<file path="src/rtl/ras_ctrl.sv">
// Return-address-stack speculation controller: issues frontend call/return ops
// to the RAS one cycle after acceptance and tracks per-stage op counts for commit/flush.
//
// state   | meaning
// RESET   | first cycle after reset release, no requests accepted
// RUN     | normal operation, requests accepted when there is room
// RECOVER | one cycle after a kill, requests held off
module ras_ctrl #(
  parameter int STAGES       = 2,
  parameter int WIDTH        = 31,
  parameter int MAX_BRANCHES = 16
) (
  input  logic              clk,
  input  logic              rst_i,
  input  logic              req_valid,
  output logic              req_ready,
  input  logic              req_call,
  input  logic              req_ret,
  input  logic [WIDTH-1:0]  req_addr,
  input  logic [STAGES-1:0] adv,
  output logic [STAGES-1:0] adv_ready,
  input  logic [STAGES-1:0] kill,
  output logic              ras_push,
  output logic              ras_pop,
  output logic [WIDTH-1:0]  ras_din,
  output logic [STAGES-1:0] commit,
  output logic [STAGES-1:0] flush,
  output logic              busy
);

  localparam int CW  = $clog2(MAX_BRANCHES + 1);
  localparam int CW1 = CW + 1;

  typedef enum logic [1:0] {
    S_RESET,
    S_RUN,
    S_RECOVER
  } state_t;

  state_t                       state;
  logic [STAGES-1:0][CW-1:0]    cnt;
  logic [STAGES-1:0][CW:0]      cnt_nxt;
  logic                         iss_valid;
  logic                         iss_push;
  logic                         iss_pop;
  logic [WIDTH-1:0]             iss_addr;
  logic [STAGES-1:0]            sup;
  logic                         kill_any;
  logic                         accept;
  logic                         issue;

  // Thermometer of the highest kill bit: stages at or below it are discarded.
  always_comb begin
    sup = '0;
    for (int i = 0; i < STAGES; i++) begin
      sup[i] = |(kill >> i);
    end
  end

  assign kill_any  = |kill;
  assign req_ready = (state == S_RUN) && !kill_any &&
                     ((CW1'(cnt[0]) + CW1'(iss_valid)) < CW1'(MAX_BRANCHES));
  assign accept    = req_valid && req_ready;
  assign issue     = iss_valid && !kill_any;

  assign ras_push  = issue && iss_push;
  assign ras_pop   = issue && iss_pop;
  assign ras_din   = iss_addr;

  assign flush     = sup & {STAGES{~rst_i}};
  assign commit    = adv & adv_ready & ~sup & {STAGES{~rst_i}};
  assign busy      = (state == S_RECOVER) || (|cnt);

  for (genvar g = 0; g < STAGES; g++) begin : g_stage
    logic [CW:0] keep;
    logic [CW:0] inc;

    if (g == STAGES - 1) begin : g_last
      assign adv_ready[g] = 1'b1;
    end else begin : g_mid
      assign adv_ready[g] = (CW1'(cnt[g]) + CW1'(cnt[g+1])) <= CW1'(MAX_BRANCHES);
    end

    if (g == 0) begin : g_head
      assign inc = CW1'(issue);
    end else begin : g_tail
      assign inc = commit[g-1] ? CW1'(cnt[g-1]) : '0;
    end

    // All commits read pre-cycle counts, so a commit chain shifts every group one stage.
    assign keep       = commit[g] ? '0 : CW1'(cnt[g]);
    assign cnt_nxt[g] = sup[g] ? '0 : keep + inc;

    a_no_wrap: assert property (@(posedge clk) disable iff (rst_i)
                                cnt_nxt[g] <= CW1'(MAX_BRANCHES));
  end

  always_ff @(posedge clk or posedge rst_i) begin
    if (rst_i) begin
      state     <= S_RESET;
      cnt       <= '0;
      iss_valid <= 1'b0;
      iss_push  <= 1'b0;
      iss_pop   <= 1'b0;
      iss_addr  <= '0;
    end else begin
      case (state)
        S_RESET:   state <= S_RUN;
        S_RUN:     if (kill_any) state <= S_RECOVER;
        S_RECOVER: if (!kill_any) state <= S_RUN;
        default:   state <= S_RESET;
      endcase

      for (int i = 0; i < STAGES; i++) begin
        cnt[i] <= cnt_nxt[i][CW-1:0];
      end

      // The issue register always drains after one cycle; a kill can never coincide with accept.
      iss_valid <= accept && (req_call || req_ret);
      if (accept && (req_call || req_ret)) begin
        iss_push <= req_call;
        iss_pop  <= req_ret;
        iss_addr <= req_addr;
      end
    end
  end

endmodule

</file>
<file path="config.mk">
export PLATFORM = sky130hd
export DESIGN_NAME = ras_ctrl
export DESIGN_NICKNAME = d
export VERILOG_FILES = /design/src/rtl/ras_ctrl.sv
export SDC_FILE = /design/constraint.sdc
export NUM_CORES = 1
export LEC_CHECK = 0
export ABC_AREA = 1
export BUFFER_PORTS_ARGS = -buffer_cell sky130_fd_sc_hd__buf_4
export CAP_MARGIN = 15
export CORE_MARGIN = 2
export CORE_UTILIZATION = 54
export DETAILED_ROUTE_END_ITERATION = 16
export GPL_TIMING_DRIVEN = 0
export PLACE_DENSITY = 0.82
export SYNTH_ARGS = -nofsm -noshare
export SYNTH_HDL_FRONTEND = slang
export SYNTH_SLANG_ARGS = --single-unit
</file>
<file path="constraint.sdc">
create_clock -name clk -period 8.4 [get_ports clk]
set_clock_uncertainty 0.05 [all_clocks]
set_input_delay 0.84 -clock clk [delete_from_list [all_inputs] [get_ports clk]]
set_output_delay 0.84 -clock clk [all_outputs]
set_load 0.01 [all_outputs]
</file>
==> results_dict.tcl <==
set metrics [dict create \
    critPathLaunchType "flip-flop" \
    die-area_sq_um 4892 \
    fin_tns_setup_ps 0 \
    critPathRequiredTime_ps 8540 \
    leakagePower_nw 1.783 \
    initial_core_util 0.5747 \
    reg2reg_slack_ps 4830 \
    grt_max_degree 29 \
    ys_ff_latch 46 \
    status "finished, final reports clean" \
    synthTopCellsByArea "dfrtp_1, nand2_1, ha_1" \
    end_kind "flip-flop" \
    cts_max_path_buffers 2 \
    r2r_end "cnt[9]$_DFF_PP0_" \
    diodes 0 \
    cts_tree "yes" \
    synthCells 295 \
    rows 23 \
    final_antenna_net_count 0 \
    switching_share 0.3313 \
    p_seq_frac 0.459 \
    die_y_microns 69.95 \
    min_period_over_period 0.4256 \
    power.density_nw_per_um2 247.2 \
    core_area_sq_um 4086 \
    syn_area_sq_um 2349 \
    clockPowerShare 0.165 \
    cts-buffers-inserted 5 \
    reg2regPathDepth 19 \
    cts_root_buffer "clkbuf_8" \
    vias 2160 \
    drive_gt1_frac 0.2618 \
    io_pins 81 \
    wl_microns 5184 \
    synthArstFlopShare 1.000 \
    area_delta_synth_final_pct 32.18 \
    ir_drop_v 0.0001519 \
    synth-edff-count 0 \
    max_freq_mhz 279.7 \
    yosysWarnings 0 \
    grtUsageTotal 0.2173 \
    drv_slew 0 \
    power_mw 0.7674 \
    antenna_found_initial 0 \
    clkSlewWorstSetupHoldPaths_ps 80 \
    firstDrtPassIters 4 \
    num-nets-final 435 \
    netlist-cell-type-count 26 \
    yosys.area.top_type "dfrtp_1" \
    dp_hpwl_microns 4002 \
    syn_nets 348 \
    max_cap_violations 0 \
    arrival_ps 3710 \
    cell_internal_pwr_mw 0.5131 \
    r2r_start "cnt[0]$_DFF_PP0_" \
    synth_most_common_cell "nand2_1" \
    seq_area_frac_synth 0.4901 \
    wl_per_cell_microns 12.00 \
    final_cell_count_no_fill 432 \
    min_period_ps 3575 \
    whs_path_depth 2 \
    cp_max_fo 10 \
    rsz0062_at_grt "no" \
    p_sw_mw 0.2542 \
    cts-resized-gates 0 \
    hp-start "ras_din[12]$_DFFE_PP0P_" \
    placed_cells 425 \
    postPlaceCellArea_sq_um 3024 \
    clk_latency_ps 290 \
    hold_path.class "flip-flop to flip-flop" \
    grt_pass1_wl_microns 8611 \
    hold_violations 0 \
    crit_start "cnt[0]$_DFF_PP0_" \
    synth_flop_cell "dfrtp_1" \
    synth_top_area_share 0.4901 \
    worstHoldEndpoint "ras_din[12]$_DFFE_PP0P_" \
    setup_viol 0 \
    path_class "flip-flop to flip-flop" \
    yosys-top-cells-count "nand2_1, dfrtp_1, inv_1, nor2_1, nand3_1" \
    fin_area_sq_um 3104 \
    drc 0 \
    ctsHoldBuffers 0 \
    cts_sinks 46 \
    drt_iter0_drc 92 \
    fp.dieW_microns 69.95 \
    cts_setup_buffers 0 \
    grt_pass1_vias 2000 \
    avgSynthCellArea_sq_um 7.961 \
    viasPerCell 5.000 \
    grt-ovfl-total 0 \
    gp_congestion 0.8346 \
    io_buffers 79 \
    htree_levels 2 \
    p_comb_frac 0.376 \
]
[cells by family after synthesis]
kind of cell    Yosys count  share of synthesized area
other cells               1                   0.001597
flops                    46                     0.4901
buf+inv                  43                    0.08524
simple gates            175                     0.2989
xor+xnor                  4                    0.01492
compound gates           12                    0.02930
fa+ha+maj                14                    0.07991
[routing by layer]
metal,wire [microns],share of wire,GRT usage
met5,0,0,0
met4,69,0.013,0.07265
met3,328,0.063,0.06782
met2,2559,0.49,0.3619
met1,2227,0.43,0.2684
[registers in the layout, indices dropped and copies added (netlist names)]
signal and count:
iss_push 1, state 2, cnt 10, iss_pop 1, ras_din 31, iss_valid 1
[power by group through the flow]
stage               sequential, mW  clock [mW]  combinational (mW)
CTS                          0.353       0.132               0.293
global route                 0.365       0.141               0.317
floorplan                    0.388           0              0.0939
detailed placement           0.354           0               0.294
global placement             0.353           0               0.284
finish                       0.352       0.127               0.288
[critical path, stage by stage, from the launching register on]
cell	delay [ps]
dfrtp_1	440
ha_1	280
fa_1	420
or2_2	280
nor2_1	110
nand3_1	90
nand2_1	80
nand3_1	110
buf_2	220
nor2_1	120
ha_1	180
inv_1	60
fa_1	350
inv_1	90
nand2_1	60
nand2_1	60
a21oi_1	70
xnor2_1	190
xor2_1	160
nor2_1	50
[worst max path at each step]
stage | cells past startpoint | endpoint | slack [ps]
2_1_floorplan | 16 | cnt[9]$_DFF_PP0_ | 4680
3_3_place_gp | 17 | cnt[9]$_DFF_PP0_ | 3990
3_5_place_dp | 19 | cnt[9]$_DFF_PP0_ | 4880
4_1_cts | 19 | cnt[9]$_DFF_PP0_ | 4860
5_1_grt | 19 | cnt[9]$_DFF_PP0_ | 4590
6_report | 19 | cnt[9]$_DFF_PP0_ | 4830
[cells in the final DEF, fill, tap and decap left out, types with 3 or more instances in the layout]
cell type and n:
dfrtp_1 46, nor3_1 5, buf_4 83, o21ai_0 5, clkbuf_8 5, ha_1 11
xor2_1 3, buf_6 3, nor2_1 26, nand3_1 12, a21oi_1 5, nand2_1 125
inv_1 33
[cell type report]
cell class / count / area [sq um]
Inverter: 35 / 131.4
Fill cell: 327 / 982.2
Timing Repair Buffer: 80 / 613.1
Clock buffer: 6 / 72.57
Sequential cell: 46 / 1151
Clock inverter: 1 / 7.507
Multi-Input combinational cell: 206 / 997.2
Buffer: 8 / 68.82
Tap cell: 50 / 62.56
[stage by stage]
step           worst slack [ps]  utilization  hold slack, ps
2_1_floorplan              4680            -           455.3
3_3_place_gp               3994       0.7352           405.2
3_5_place_dp               4884       0.7400           409.3
4_1_cts                    4859       0.7596           429.8
5_1_grt                    4588       0.7596           450.9
6_report                   4825       0.7596           426.9
Power figures use the tool's default switching activity.
